File: src/rtl/sparse_pkg.sv
// Shared types for the sparse result writer: FIFO entry, FSM state encoding, default sizes.
// SPARSE_ZERO_FILL_EN adds the FILL state used to zero-fill skipped rows.
package sparse_pkg;

  localparam int N_ROWS_DEF = 560;
  localparam int N_COLS_DEF = 560;

  typedef struct packed {
    logic        pair_valid;
    logic        zero_after;
    logic [63:0] data_odd;
    logic [63:0] data_even;
  } entry_t;

  typedef enum logic [1:0] {
    ST_IDLE  = 2'd0,
    ST_WRITE = 2'd1,
`ifdef SPARSE_ZERO_FILL_EN
    ST_FILL  = 2'd2,
`endif
    ST_DONE  = 2'd3
  } state_e;

endpackage

File: src/rtl/sparse_result_writer_if.sv
// Result-pair input stream and memory write bus of the sparse result writer.
interface sparse_result_writer_if;

  logic [63:0]  dataout1;
  logic [63:0]  dataout2;
  logic         valid;
  logic         zeros;
  logic         wr_en;
  logic [9:0]   wr_row;
  logic [9:0]   wr_col;
  logic [127:0] wr_data;
  logic         wr_ready;
  logic         done;
  logic         overflow;
  logic         misalign;

  modport master (
    output dataout1, dataout2, valid, zeros, wr_ready,
    input  wr_en, wr_row, wr_col, wr_data, done, overflow, misalign
  );

  modport slave (
    input  dataout1, dataout2, valid, zeros, wr_ready,
    output wr_en, wr_row, wr_col, wr_data, done, overflow, misalign
  );

endinterface

File: src/rtl/sparse_entry_fifo.sv
// Synchronous entry FIFO; the head entry is read straight from storage flops.
// DEPTH must be a power of two, at least 2.
module sparse_entry_fifo
  import sparse_pkg::*;
#(
  parameter int DEPTH = 4
) (
  input  logic   clk,
  input  logic   rst,
  input  logic   push,
  input  logic   pop,
  input  entry_t wr_entry,
  output entry_t rd_entry,
  output logic   full,
  output logic   empty
);

  localparam int AW = $clog2(DEPTH);
  localparam logic [AW:0] PTR_ONE = 1;

  entry_t      mem_q [DEPTH];
  logic [AW:0] wr_ptr_q, wr_ptr_d;
  logic [AW:0] rd_ptr_q, rd_ptr_d;
  logic        do_push, do_pop;

  // Extra pointer bit distinguishes full from empty when indices match.
  assign empty    = (wr_ptr_q == rd_ptr_q);
  assign full     = (wr_ptr_q == {~rd_ptr_q[AW], rd_ptr_q[AW-1:0]});
  assign do_pop   = pop && !empty;
  assign do_push  = push && (!full || do_pop);
  assign rd_entry = mem_q[rd_ptr_q[AW-1:0]];

  always_comb begin
    wr_ptr_d = wr_ptr_q;
    rd_ptr_d = rd_ptr_q;
    if (do_push) wr_ptr_d = wr_ptr_q + PTR_ONE;
    if (do_pop)  rd_ptr_d = rd_ptr_q + PTR_ONE;
  end

  always_ff @(posedge clk or negedge rst) begin
    if (!rst) begin
      wr_ptr_q <= '0;
      rd_ptr_q <= '0;
    end else begin
      wr_ptr_q <= wr_ptr_d;
      rd_ptr_q <= rd_ptr_d;
    end
  end

  always_ff @(posedge clk) begin
    if (do_push) mem_q[wr_ptr_q[AW-1:0]] <= wr_entry;
  end

endmodule

File: src/rtl/sparse_result_writer.sv
// Writes multiplier result pairs into the result matrix, tracking row/column and row skips.
// SPARSE_ZERO_FILL_EN: skipped rows are written with zeros instead of just being stepped over.
module sparse_result_writer
  import sparse_pkg::*;
#(
  parameter int N_ROWS     = N_ROWS_DEF,
  parameter int N_COLS     = N_COLS_DEF,
  parameter int FIFO_DEPTH = 4
) (
  input logic                   clk,
  input logic                   rst,
  sparse_result_writer_if.slave bus
);

  localparam logic [9:0] LAST_COL = 10'(N_COLS - 2);
  localparam logic [9:0] ROW_END  = 10'(N_ROWS);

  state_e     state_q, state_d;
  logic [9:0] row_q, row_d;
  logic [9:0] col_q, col_d;
  logic       overflow_q, overflow_d;
  logic       misalign_q, misalign_d;
  logic       push, pop, full, empty;
  entry_t     in_entry, head;
  logic       apply_zero;
  logic [9:0] row_nx, col_nx;

  assign push     = (bus.valid || bus.zeros) && (state_q != ST_DONE);
  assign in_entry = '{pair_valid: bus.valid, zero_after: bus.zeros,
                      data_odd: bus.dataout2, data_even: bus.dataout1};

  sparse_entry_fifo #(.DEPTH(FIFO_DEPTH)) u_fifo (
    .clk      (clk),
    .rst      (rst),
    .push     (push),
    .pop      (pop),
    .wr_entry (in_entry),
    .rd_entry (head),
    .full     (full),
    .empty    (empty)
  );

  // The head entry stays in the FIFO until its pair is accepted, so it counts toward depth.
  always_comb begin
    state_d    = state_q;
    row_d      = row_q;
    col_d      = col_q;
    overflow_d = overflow_q;
    misalign_d = misalign_q;
    pop        = 1'b0;
    apply_zero = 1'b0;
    row_nx     = row_q;
    col_nx     = col_q;

    case (state_q)
      ST_IDLE: begin
        if (!empty) begin
          if (head.pair_valid) begin
            state_d = ST_WRITE;
          end else begin
            pop        = 1'b1;
            apply_zero = 1'b1;
          end
        end
      end
      ST_WRITE: begin
        if (bus.wr_ready) begin
          pop = 1'b1;
          if (col_q == LAST_COL) begin
            row_nx = row_q + 10'd1;
            col_nx = '0;
          end else begin
            col_nx = col_q + 10'd2;
          end
          row_d = row_nx;
          col_d = col_nx;
          if (row_nx == ROW_END)    state_d = ST_DONE;
          else if (head.zero_after) apply_zero = 1'b1;
          else                      state_d = ST_IDLE;
        end
      end
`ifdef SPARSE_ZERO_FILL_EN
      ST_FILL: begin
        if (bus.wr_ready) begin
          if (col_q == LAST_COL) begin
            col_d   = '0;
            row_d   = row_q + 10'd1;
            state_d = (row_q + 10'd1 == ROW_END) ? ST_DONE : ST_IDLE;
          end else begin
            col_d = col_q + 10'd2;
          end
        end
      end
`endif
      default: ;
    endcase

    // Row skip is applied to the position left behind by the pair (if any).
    if (apply_zero) begin
      if (col_nx != '0) misalign_d = 1'b1;
      col_d = '0;
`ifdef SPARSE_ZERO_FILL_EN
      row_d   = row_nx;
      state_d = ST_FILL;
`else
      row_d   = row_nx + 10'd1;
      state_d = (row_nx + 10'd1 == ROW_END) ? ST_DONE : ST_IDLE;
`endif
    end

    if (push && full && !pop) overflow_d = 1'b1;
  end

  always_ff @(posedge clk or negedge rst) begin
    if (!rst) begin
      state_q    <= ST_IDLE;
      row_q      <= '0;
      col_q      <= '0;
      overflow_q <= 1'b0;
      misalign_q <= 1'b0;
    end else begin
      state_q    <= state_d;
      row_q      <= row_d;
      col_q      <= col_d;
      overflow_q <= overflow_d;
      misalign_q <= misalign_d;
    end
  end

`ifdef SPARSE_ZERO_FILL_EN
  assign bus.wr_en = (state_q == ST_WRITE) || (state_q == ST_FILL);
`else
  assign bus.wr_en = (state_q == ST_WRITE);
`endif
  assign bus.wr_row   = row_q;
  assign bus.wr_col   = col_q;
  assign bus.wr_data  = (state_q == ST_WRITE) ? {head.data_odd, head.data_even} : '0;
  assign bus.done     = (state_q == ST_DONE);
  assign bus.overflow = overflow_q;
  assign bus.misalign = misalign_q;

endmodule
File: src/flat_wrapper.sv
// flat-port wrapper written by rule: the top's interface ports become plain ports
module sparse_result_writer_flat import sparse_pkg::*;
#(
  parameter int N_ROWS     = N_ROWS_DEF,
  parameter int N_COLS     = N_COLS_DEF,
  parameter int FIFO_DEPTH = 4
)
  (clk, rst, bus_dataout1, bus_dataout2, bus_valid, bus_zeros, bus_wr_ready, bus_wr_en, bus_wr_row, bus_wr_col, bus_wr_data, bus_done, bus_overflow, bus_misalign);
  sparse_result_writer_if bus_i ();
  input logic clk;
  input logic rst;
  input wire logic [$bits(bus_i.dataout1)-1:0] bus_dataout1;
  input wire logic [$bits(bus_i.dataout2)-1:0] bus_dataout2;
  input wire logic [$bits(bus_i.valid)-1:0] bus_valid;
  input wire logic [$bits(bus_i.zeros)-1:0] bus_zeros;
  input wire logic [$bits(bus_i.wr_ready)-1:0] bus_wr_ready;
  output wire logic [$bits(bus_i.wr_en)-1:0] bus_wr_en;
  output wire logic [$bits(bus_i.wr_row)-1:0] bus_wr_row;
  output wire logic [$bits(bus_i.wr_col)-1:0] bus_wr_col;
  output wire logic [$bits(bus_i.wr_data)-1:0] bus_wr_data;
  output wire logic [$bits(bus_i.done)-1:0] bus_done;
  output wire logic [$bits(bus_i.overflow)-1:0] bus_overflow;
  output wire logic [$bits(bus_i.misalign)-1:0] bus_misalign;
  assign bus_i.dataout1 = bus_dataout1;
  assign bus_i.dataout2 = bus_dataout2;
  assign bus_i.valid = bus_valid;
  assign bus_i.zeros = bus_zeros;
  assign bus_i.wr_ready = bus_wr_ready;
  assign bus_wr_en = bus_i.wr_en;
  assign bus_wr_row = bus_i.wr_row;
  assign bus_wr_col = bus_i.wr_col;
  assign bus_wr_data = bus_i.wr_data;
  assign bus_done = bus_i.done;
  assign bus_overflow = bus_i.overflow;
  assign bus_misalign = bus_i.misalign;
  sparse_result_writer #(.N_ROWS(N_ROWS), .N_COLS(N_COLS), .FIFO_DEPTH(FIFO_DEPTH)) u_core (.clk(clk), .rst(rst), .bus(bus_i));
endmodule
File: config.mk
export PLATFORM = sky130hd
export DESIGN_NAME = sparse_result_writer_flat
export DESIGN_NICKNAME = d
export VERILOG_FILES = /design/src/rtl/sparse_pkg.sv /design/src/rtl/sparse_result_writer_if.sv /design/src/rtl/sparse_entry_fifo.sv /design/src/rtl/sparse_result_writer.sv /design/src/flat_wrapper.sv
export SDC_FILE = /design/constraint.sdc
export NUM_CORES = 1
export LEC_CHECK = 0
export CAP_MARGIN = 5
export CORE_UTILIZATION = 59
export DETAILED_ROUTE_END_ITERATION = 8
export GPL_TIMING_DRIVEN = 0
export HOLD_SLACK_MARGIN = 0.12
export PLACE_DENSITY = 0.9
export RECOVER_POWER = 50
export SYNTH_ARGS = -nofsm -noshare
export SYNTH_HDL_FRONTEND = slang
export SYNTH_SLANG_ARGS = --single-unit
export TNS_END_PERCENT = 30
File: constraint.sdc
create_clock -name clk -period 10.9 [get_ports clk]
set_clock_uncertainty 0.15 [all_clocks]
set_input_delay 1.635 -clock clk [delete_from_list [all_inputs] [get_ports clk]]
set_output_delay 1.635 -clock clk [all_outputs]
set_load 0.005 [all_outputs]
==> impl_results.md, run 1 <==
* # rows at 69
* Mapped Area at 21700 µm²
* Starting Density at 60.5%
* Post-synth EDFFs at 520
* Setup Buffers After CTS at 0
* RSZ-0062 raised after global routing: no
* Via count at 11785
* Clock transition at the registers of the reported paths at 0.06 ns
* Final wirelength at 48900 µm
* Largest net degree at the start of global routing at 59
* Crit path arrival time at 4.13 ns
* Startpoint Class: register
* Post-CTS Resized at 0
* Cell Chain, Critical Path: clkbuf_1 -> buf_1 -> buf_1 -> mux4_2 -> and2_1 -> clkdlybuf4s50_1
* Max H-tree Level at 2
* Initial DRC count at 805
* YS warnings at 0
* Fillers at 1883
* Worst Hold Class: reg -> reg
* CP peak stage delay at 0.78 ns
* Layout area overhead at 24.8%
* Port Buf Inserts at 284
* Multi-input gate area at 5120 µm²
* Mean post-synth cell area at 19.9 µm²
* Post-synth ARST share at 5.45%
* Routed len/inst at 25.1 µm
* GRT overflow at 0
* Violated checks: capacitance limit, slew limit
* CP bufs+invs at 4
* Measured slew at the worst slew-check pin at 1.69 ns
* Worst-Skew Late Latency at 0.59 ns
* Num ports at 285
* NumNets Final at 1578
* DIE WIDTH at 194 µm
* FF+latch count, synth at 550
* FF+latch area at 16400 µm²
* Dpl hpwl at 29600 µm
* Status: complete, but fails checks
* CTS tree: built
* Fin. max-slew vios at 44
* Pwr Total at 7950 µW
* Pwr dens at 293 nW/µm²
* Crit path max fanout at 10
* DRC at 0
* Maxcap violations at 3
* Cell mode on critical path: buf_1
* Core box area at 35900 µm²
* Share of cells above drive strength 1 at 15.7%
* Yosys cell types at 56
* Share of power burned in registers at 40.7%
* Largest area contributor in the netlist: edfxtp_1
* Longest Clk Path Bufs at 3
* Met2 Track Usage GR at 44.9%
* Synth area leaders: edfxtp_1 (72%), mux4_2 (13%), and2_1 (3.8%)
* Clock power share at 23.1%
* Cell class contributing the biggest share of worst-path delay: buffers and inverters
* M1 GR Usage at 32.2%
* DIE AREA at 37600 µm²
* Leak Pwr at 0.00906 µW
* First-pass GRT wire length at 73300 µm
* VDD IR-drop max at 0.000233 V
* Post-CTS Hold Buffers at 0
* Switching Power at 2380 µW
* Internal power at 5570 µW
* Sequential element share of the synthesized area at 75.3%
* CP Class: reg -> out
* M3 GR Usage at 7.43%
* Total GRT Usage at 26.3%
* Vias in the first global route at 12426
* Setup TNS at 0 ns
* Final Hold Viols at 0
* Mapped Cells at 1090
* Crit. End Element: primary output
* Fmax achieved at 169 MHz
* Sw frac at 29.9%
* Final RePlAce weighted congestion at 0.918
* Slew HR at -12.7%
* Final Cycle Share at 54.3%
* Most frequent cell after synthesis: edfxtp_1
* Initial DRT Pass Iterations at 5
* Slowest cell on crit path: buf_1
* Synthesized net count at 1231
* Post-synth top area share at 71.8%
* Die H at 194 µm
* Top cells by instance count after synthesis: edfxtp_1 (520), and2_1 (133), mux4_2 (130)
* Root Driver: clkbuf_16
* Comb pwr share at 36.2%
* CTS Buf Count at 52
* Worst Path Required at 9.12 ns
* Number of vias per cell at 6.04
* Post-DRT Antenna Nets at 0
* Global route hottest layer: met2
* Initial antenna violation count at 12
* Min Tclk post-route at 5.91 ns
* Final setup fails at 0
* Most used DFF post-synth: edfxtp_1
* Clock Sinks at 550
==> placed cells by master (no fill, tap or decap), types with 3 or more instances in the layout <==
| cell | n |
|---|---|
| and2_1 | 128 |
| a31oi_1 | 4 |
| or3_1 | 5 |
| inv_1 | 7 |
| nand2_1 | 28 |
| mux4_2 | 130 |
| nor3_1 | 7 |
| buf_1 | 19 |
| ha_1 | 8 |
| diode_2 | 9 |
| and3_1 | 5 |
| a21o_1 | 3 |
| bufinv_16 | 7 |
| and2_0 | 4 |
| clkdlybuf4s50_1 | 130 |
| nor2_1 | 29 |
| clkbuf_1 | 48 |
| dfrtp_1 | 30 |
| xor2_1 | 12 |
| edfxtp_1 | 520 |
| clkinvlp_4 | 4 |
| dlygate4sd3_1 | 154 |
| xnor2_1 | 20 |
| clkinv_2 | 10 |
| clkbuf_16 | 52 |
| o21ai_0 | 12 |
| nand4_1 | 3 |
| clkinv_1 | 8 |
| buf_16 | 8 |
| a21oi_1 | 13 |
| nor4_1 | 5 |
| nand3_1 | 20 |
==> state kept, by name (all words and copies together), names as in the netlist <==
| name | cells |
|---|---|
| u_core.u_fifo.mem_q | 520 |
| u_core.bus.wr_col | 10 |
| u_core.bus.wr_row | 10 |
| u_core.u_fifo.rd_ptr_q | 3 |
| u_core.u_fifo.wr_ptr_q | 3 |
| u_core.state_q | 2 |
| u_core.bus.misalign | 1 |
| u_core.bus.overflow | 1 |
==> layer usage <==
metal  vias to the layer above  routed length [µm]
li1                       5079                   -
met1                      5988               17900
met2                       602               25300
met3                       106                4200
met4                        10                1450
met5                         -                  69
==> final timing paths <==
| path | start | end | slack, ns | cells past startpoint |
|---|---|---|---|---|
| hold reg to reg | u_core.bus.misalign$_DFFE_PN0P_ | u_core.bus.misalign$_DFFE_PN0P_ | 0.31 | 1 |
| max in group asynchronous | rst | u_core.u_fifo.wr_ptr_q[1]$_DFFE_PN0P_ | 7.97 | 2 |
| setup / recovery | u_core.u_fifo.rd_ptr_q[0]$_DFFE_PN0P_ | bus_wr_data[113] | 4.99 | 6 |
| hold / removal | u_core.bus.misalign$_DFFE_PN0P_ | u_core.bus.misalign$_DFFE_PN0P_ | 0.31 | 1 |
| setup reg to reg | u_core.u_fifo.rd_ptr_q[0]$_DFFE_PN0P_ | u_core.u_fifo.mem_q[3][92]$_DFFE_PP_ | 6.23 | 7 |
| min in group asynchronous | rst | u_core.bus.wr_row[2]$_DFF_PN0_ | 1.41 | 1 |
==> cells by family after synthesis <==
logic type,Yosys count,share of synthesized area (%)
muxes,132,13.6
DFF,550,75.3
buffers and inverters,65,1.17
AOI/OAI and AO/OA,51,1.57
and+or+nand+nor,252,6.68
xor gates and xnor gates,32,1.29
adders and majority gates,8,0.460
==> metrics by stage <==
step / cells / setup slack (ns) / hold slack, ns / utilization, % / instance area (µm²)
detailed placement: 1844 / 5.51 / 0.306 / 70.7 / 25400
CTS: 1942 / 4.80 / 0.319 / 75.6 / 27100
global route: 1948 / 4.58 / 0.347 / 75.6 / 27100
finish: 1951 / 4.99 / 0.313 / 75.6 / 27100
floorplan: 1090 / 4.73 / 0.301 / - / 21700
global placement: 1835 / 1.70 / 0.292 / 70.1 / 25200
==> area by class of cell <==
class | instances | share of cell area, %
Tap cell | 461 | 2.12
Inverter | 7 | 0.0968
Timing Repair Buffer | 293 | 11.3
Clock buffer | 64 | 5.00
Antenna cell | 9 | 0.0830
Sequential cell | 550 | 60.3
Buffer | 58 | 0.839
Clock inverter | 34 | 1.41
Multi-Input combinational cell | 475 | 18.9
==> power groups by stage <==
stage / logic [µW] / clock network (µW) / registers (µW)
6_report: 2880 / 1840 / 3230
5_1_grt: 3070 / 1940 / 3280
4_1_cts: 2940 / 1860 / 3230
3_5_place_dp: 2890 / 0 / 3250
3_3_place_gp: 2740 / 0 / 3370
2_1_floorplan: 1570 / 0 / 3270
Power figures use the tool's default switching activity.
==> inputs of run 2 (changes only) <==
--- a/config.mk
+++ b/config.mk
@@ -6,11 +6,11 @@
 export NUM_CORES = 1
 export LEC_CHECK = 0
 export CAP_MARGIN = 5
-export CORE_UTILIZATION = 59
+export CORE_UTILIZATION = 50
 export DETAILED_ROUTE_END_ITERATION = 8
 export GPL_TIMING_DRIVEN = 0
 export HOLD_SLACK_MARGIN = 0.12
-export PLACE_DENSITY = 0.9
+export PLACE_DENSITY = 0.81
 export RECOVER_POWER = 50
 export SYNTH_ARGS = -nofsm -noshare
 export SYNTH_HDL_FRONTEND = slang
==> constraint.sdc (replaced) <==
create_clock -name clk -period 4.83 [get_ports clk]
set_clock_uncertainty 0.15 [all_clocks]
set_input_delay 0.7245 -clock clk [delete_from_list [all_inputs] [get_ports clk]]
set_output_delay 0.7245 -clock clk [all_outputs]
set_load 0.005 [all_outputs]
==> impl_results.md, run 2 (synthesis gave the netlist of run 1 again) <==
* Status: finished clean (was complete, but fails checks)
* Final setup fails at 0 (unchanged)
* Fillers at 3025 (was 1883)
* Initial DRC count at 917 (was 805)
* Longest Clk Path Bufs at 3 (unchanged)
* R2r setup slk at 0.51 ns (was 6.23 ns)
* Share of cells above drive strength 1 at 16.2% (was 15.7%)
* DIE WIDTH at 211 µm (was 194 µm)
* Pwr dens at 653 nW/µm² (was 293 nW/µm²)
* Clock Sinks at 550 (unchanged)
* Setup WS pre-CTS at 0.316 ns (was 5.51 ns)
* Most common cell after layout, fill and taps aside: edfxtp_1 (unchanged)
* Layout area overhead at 25.8% (was 24.8%)
* GRT overflow at 0 (unchanged)
* Pwr Total at 17900 µW (was 7950 µW)
* Final wirelength at 46600 µm (was 48900 µm)
* Crit path arrival time at 3.75 ns (was 4.13 ns)
* Number of vias per cell at 5.52 (was 6.04)
* Core Util, Final at 63.6% (was 75.6%)
* R2R depth at 7 (unchanged)
* DIE AREA at 44300 µm² (was 37600 µm²)
* DP Cell Count at 1968 (was 1844)
* CTS Buf Count at 55 (was 52)
* Initial DRT Pass Iterations at 7 (was 5)
* Worst Path Required at 3.96 ns (was 9.12 ns)
* Most frequent cells in the layout: edfxtp_1 (520), dlygate4sd3_1 (154), mux4_2 (130), clkdlybuf4s50_1 (130), and2_1 (128) (unchanged)
* Via count at 11503 (was 11785)
* Post-CTS Hold Buffers at 0 (unchanged)
* Worst Hold Class: reg -> reg (unchanged)
* Startpoint Class: register (unchanged)
* Hold wc startpoint: u_core.bus.misalign$_DFFE_PN0P_ (unchanged)
* Core box area at 43000 µm² (was 35900 µm²)
* Total GRT Usage at 21.3% (was 26.3%)
* Die H at 211 µm (was 194 µm)
* Final Cycle Share at 95.7%
* DRC at 0 (unchanged)
* Crit path max fanout at 10 (unchanged)
* Measured slew at the worst slew-check pin at 1.14 ns (was 1.69 ns)
* Cell Count, Final, Fillers Out at 2085 (was 1951)
* Leak Pwr at 0.00910 µW (was 0.00906 µW)
* Hold path depth at 1 (unchanged)
* VDD IR-drop max at 0.000514 V (was 0.000233 V)
* Routed len/inst at 22.3 µm (was 25.1 µm)
* NumNets Final at 1581 (was 1578)
* Num ports at 285 (unchanged)
* CTS tree: built (unchanged)
* Port Buf Inserts at 284 (unchanged)
* Worst-Skew Late Latency at 0.58 ns (was 0.59 ns)
* Dpl hpwl at 30000 µm (was 29600 µm)
* Final RePlAce weighted congestion at 0.899 (was 0.918)
* Worst r2r src: u_core.u_fifo.rd_ptr_q[0]$_DFFE_PN0P_ (unchanged)
* Min Tclk post-route at 4.62 ns
* Crit. End Element: primary output (unchanged)
* First-pass GRT wire length at 70200 µm (was 73300 µm)
* # rows at 76 (was 69)
* Fin. max-slew vios at 0 (was 44)
* Clock transition at the registers of the reported paths at 0.06 ns (about the same)
* Final WS setup at 0.207 ns (was 4.99 ns)
* Vias in the first global route at 11929 (was 12426)
* CP Class: reg -> out (unchanged)
* Worst Hold Path EP: u_core.bus.misalign$_DFFE_PN0P_ (unchanged)
* FF+latch area at 16400 µm² (unchanged)
* Max reg flops at 520 (unchanged)
* Post-DRT Antenna Nets at 0 (unchanged)
* Fmax achieved at 216 MHz
* Final Hold Viols at 0 (unchanged)
* Maxcap violations at 0 (was 3)
* Largest net degree at the start of global routing at 55 (was 59)
* Starting Density at 50.6% (was 60.5%)
* Slew HR at 23.8% (was -12.7%)
* Max H-tree Level at 2 (unchanged)
* RSZ-0062 raised after global routing: yes (was no)
* Setup TNS at 0 ns (unchanged)
* Multi-input gate area at 5120 µm² (about the same)
* Initial antenna violation count at 24 (was 12)
* Root Driver: clkbuf_16 (unchanged)
* Reg-to-reg endpoint: u_core.u_fifo.mem_q[1][53]$_DFFE_PP_ (was u_core.u_fifo.mem_q[3][92]$_DFFE_PP_)
## run 2: cell types whose count changed in the layout (fill, tap and decap cells not counted), moves of 3 or more
cell       change
diode_2        +6
clkinv_1       +4
bufinv_16      -3
buf_1         -10
clkbuf_16      +5
clkbuf_2       +9
clkbuf_1       +3
## run 2: metal layers
metal  up-vias  GRT usage (%)  share of wire, %
li1       5078              -                 -
met1      5907           26.9                40
met2       403           35.4                50
met3        97           6.47               7.3
met4        18           6.65               2.5
met5         -              0              0.24
## run 2: cell type report
type | count | share of cell area (%)
multi-input combinational | 475 | 18.7
clock inverter | 28 | 0.869
inverter | 7 | 0.0961
clock buffer | 74 | 5.52
timing repair buffer | 293 | 11.2
tap | 585 | 2.68
sequential | 550 | 59.8
antenna | 15 | 0.137
buffer | 58 | 0.920
## run 2: worst max path at each step
| stage | start | end | slack [ns] | cells past startpoint |
|---|---|---|---|---|
| 2_1_floorplan | u_core.u_fifo.rd_ptr_q[0]$_DFFE_PN0P_ | u_core.u_fifo.mem_q[2][0]$_DFFE_PP_ | -0.78 | 6 |
| 3_3_place_gp | bus_wr_ready | u_core.u_fifo.mem_q[0][65]$_DFFE_PP_ | -3.68 | 6 |
| 3_5_place_dp | u_core.u_fifo.rd_ptr_q[0]$_DFFE_PN0P_ | bus_wr_data[16] | 0.32 | 6 |
| 4_1_cts | u_core.u_fifo.rd_ptr_q[0]$_DFFE_PN0P_ | bus_wr_data[114] | -0.20 | 6 |
| 5_1_grt | u_core.u_fifo.rd_ptr_q[0]$_DFFE_PN0P_ | bus_wr_data[41] | -0.001 | 6 |
| 6_report | u_core.u_fifo.rd_ptr_q[1]$_DFFE_PN0P_ | bus_wr_data[66] | 0.21 | 6 |
## run 2: metrics by stage
step | hold slack [ns] | instance area [µm²]
2_1_floorplan | 0.279 | 21700
5_1_grt | 0.350 | 27300
3_5_place_dp | 0.331 | 25600
6_report | 0.324 | 27300
4_1_cts | 0.343 | 27300
3_3_place_gp | 0.323 | 25300
## run 2: worst max-delay path: stages, from the launching register on
cell and delay [ns]:
dfrtp_1 0.35, clkbuf_1 0.33, clkbuf_1 0.74, clkbuf_1 0.63, mux4_2 0.48, and2_1 0.18, clkdlybuf4s50_1 0.43
## run 2: power by group
group	total, µW	switching (µW)	internal [µW]
Clock	4130	1740	2400
Sequential	7240	363	6880
Combinational	6480	3160	3320
Total	17900	5260	12600
## run 2: timing repair
action	in CTS	in global routing
setup buffers	0	0
endpoints found under the setup margin	110	62
resized for setup	2	17
==> inputs of run 3 (changes only) <==
--- a/config.mk
+++ b/config.mk
@@ -6,7 +6,9 @@
 export NUM_CORES = 1
 export LEC_CHECK = 0
 export CAP_MARGIN = 5
-export CORE_UTILIZATION = 50
+export CELL_PAD_IN_SITES_DETAIL_PLACEMENT = 1
+export CELL_PAD_IN_SITES_GLOBAL_PLACEMENT = 1
+export CORE_UTILIZATION = 43
 export DETAILED_ROUTE_END_ITERATION = 8
 export GPL_TIMING_DRIVEN = 0
 export HOLD_SLACK_MARGIN = 0.12
==> impl_results.md, run 3 (synthesis gave the netlist of run 1 again) <==
* Status: complete, but fails checks (was finished clean)
* Violated checks: capacitance limit, slew limit
* Initial DRT Pass Iterations at 7 (unchanged)
* GRT overflow at 0 (unchanged)
* Worst Hold Class: reg -> reg (unchanged)
* Setup TNS at 0 ns (unchanged)
* Final Cycle Share at 95.9% (was 95.7%)
* # rows at 82 (was 76)
* CTS Buf Count at 57 (was 55)
* Cell Count, Final, Fillers Out at 2173 (was 2085)
* RSZ-0062 raised after global routing: yes (unchanged)
* Setup Buffers After CTS at 0 (unchanged)
* Fin. max-slew vios at 31 (was 0)
* Final wirelength at 52400 µm (was 46600 µm)
* Core Util, Final at 55.1% (was 63.6%)
* Fmax achieved at 216 MHz (about the same)
* Port Buf Inserts at 284 (unchanged)
* Largest net degree at the start of global routing at 53 (was 55)
* Routed len/inst at 24.1 µm (was 22.3 µm)
* Most common cell after layout, fill and taps aside: edfxtp_1 (unchanged)
* DP Cell Count at 2054 (was 1968)
* Layout area overhead at 26.8% (was 25.8%)
* Initial DRC count at 808 (was 917)
* CTS tree: built (unchanged)
* Final Hold Viols at 0 (unchanged)
* Crit. End Element: primary output (unchanged)
* DIE AREA at 51500 µm² (was 44300 µm²)
* Worst Path Required at 3.96 ns (about the same)
* VDD IR-drop max at 0.000386 V (was 0.000514 V)
* Clock transition at the registers of the reported paths at 0.06 ns (about the same)
* Maxcap violations at 1 (was 0)
* Total GRT Usage at 20.6% (was 21.3%)
* Worst-Skew Late Latency at 0.62 ns (was 0.58 ns)
* Via count at 11619 (was 11503)
* NumNets Final at 1583 (was 1581)
* Crit path arrival time at 3.76 ns (was 3.75 ns)
* DIE WIDTH at 227 µm (was 211 µm)
* Dpl hpwl at 33200 µm (was 30000 µm)
* Starting Density at 43.4% (was 50.6%)
* Number of vias per cell at 5.35 (was 5.52)
* Startpoint Class: register (unchanged)
* Max H-tree Level at 2 (unchanged)
* Num ports at 285 (unchanged)
* DRC at 0 (unchanged)
* CP Class: reg -> out (unchanged)
* Min Tclk post-route at 4.63 ns (was 4.62 ns)
* Vias in the first global route at 12643 (was 11929)
* Post-DRT Antenna Nets at 0 (unchanged)
* Die H at 227 µm (was 211 µm)
* Core box area at 50100 µm² (was 43000 µm²)
* Measured slew at the worst slew-check pin at 1.76 ns (was 1.14 ns)
* Root Driver: clkbuf_16 (unchanged)
* Pwr dens at 659 nW/µm² (was 653 nW/µm²)
* Clock Sinks at 550 (unchanged)
* Crit path max fanout at 10 (unchanged)
* Leak Pwr at 0.00914 µW (was 0.00910 µW)
* Initial antenna violation count at 20 (was 24)
* Final setup fails at 0 (unchanged)
* Final RePlAce weighted congestion at 0.840 (was 0.899)
* Max reg flops at 520 (unchanged)
* Longest Clk Path Bufs at 3 (unchanged)
* Most frequent cells in the layout: edfxtp_1 (520), dlygate4sd3_1 (154), mux4_2 (130), clkdlybuf4s50_1 (130), and2_1 (128) (unchanged)
* First-pass GRT wire length at 77700 µm (was 70200 µm)
* Share of cells above drive strength 1 at 16.9% (was 16.2%)
* Slew HR at -17.6% (was 23.8%)
run 3: cell count changes in the layout (fill, tap and decap cells not counted), moves of 3 or more:
cell / change
clkdlybuf4s15_2: +6
clkbuf_2: -3
diode_2: -3
clkinv_2: +3
clkbuf_1: -8
run 3: final cells by class:
class / count / area (µm²)
Multi-Input combinational cell: 475 / 5120
Fill cell: 4588 / 22500
Clock inverter: 39 / 353
Sequential cell: 550 / 16400
Tap cell: 672 / 841
Timing Repair Buffer: 293 / 3070
Inverter: 7 / 26.3
Buffer: 58 / 287
Clock buffer: 67 / 1490
Antenna cell: 12 / 30.0
run 3: worst paths after layout:
| check | startpoint | end | slack [ns] | cells after the start |
|---|---|---|---|---|
| max in group asynchronous | rst | u_core.bus.wr_row[9]$_DFF_PN0_ | 2.51 | 2 |
| worst min register to register | u_core.bus.misalign$_DFFE_PN0P_ | u_core.bus.misalign$_DFFE_PN0P_ | 0.32 | 1 |
| worst max-delay path | u_core.u_fifo.rd_ptr_q[0]$_DFFE_PN0P_ | bus_wr_data[63] | 0.20 | 6 |
| min in group asynchronous | rst | u_core.bus.wr_col[4]$_DFF_PN0_ | 0.96 | 2 |
| worst max register to register | u_core.u_fifo.rd_ptr_q[1]$_DFFE_PN0P_ | u_core.u_fifo.mem_q[3][78]$_DFFE_PP_ | 0.51 | 7 |
| worst min-delay path | u_core.bus.misalign$_DFFE_PN0P_ | u_core.bus.misalign$_DFFE_PN0P_ | 0.32 | 1 |
run 3: critical path, stage by stage (launching register included):
cell and delay [ns]:
dfrtp_1 0.35, clkbuf_1 0.34, clkbuf_2 0.49, buf_1 0.71, mux4_2 0.61, and2_1 0.19
clkdlybuf4s50_1 0.45
run 3: metrics by stage:
stage | setup WS, ns | hold slack, ns | area, µm² | total power (µW)
floorplan | -0.778 | 0.279 | 21700 | 10900
global placement | -3.84 | 0.296 | 25400 | 13800
detailed placement | 0.267 | 0.319 | 25700 | 14100
CTS | 0.00839 | 0.332 | 27600 | 18500
global route | -0.0640 | 0.354 | 27600 | 19100
finish | 0.200 | 0.316 | 27600 | 18200
run 3: what timing repair did:
item | CTS | global route
setup endpoints to repair | 112 | 60
endpoints found under the hold margin | 30 | 0
resized for setup | 15 | 7
hold buffers | 1 | 0
run 3: power by group:
| part | switching [µW] | total [µW] | leakage, µW | internal, µW |
|---|---|---|---|---|
| registers | 400 | 7280 | 0.00520 | 6880 |
| clock network | 1860 | 4290 | 0.000888 | 2430 |
| logic | 3280 | 6620 | 0.00306 | 3340 |
run 3: layer usage:
layer  vias up  global-route usage, %  wire, µm
met5         -                      0        93
met4        16                   6.52      1240
met3        95                   5.51      3590
met2       340                   35.0     26900
met1      6084                   25.7     20600
li1       5084                      -         -
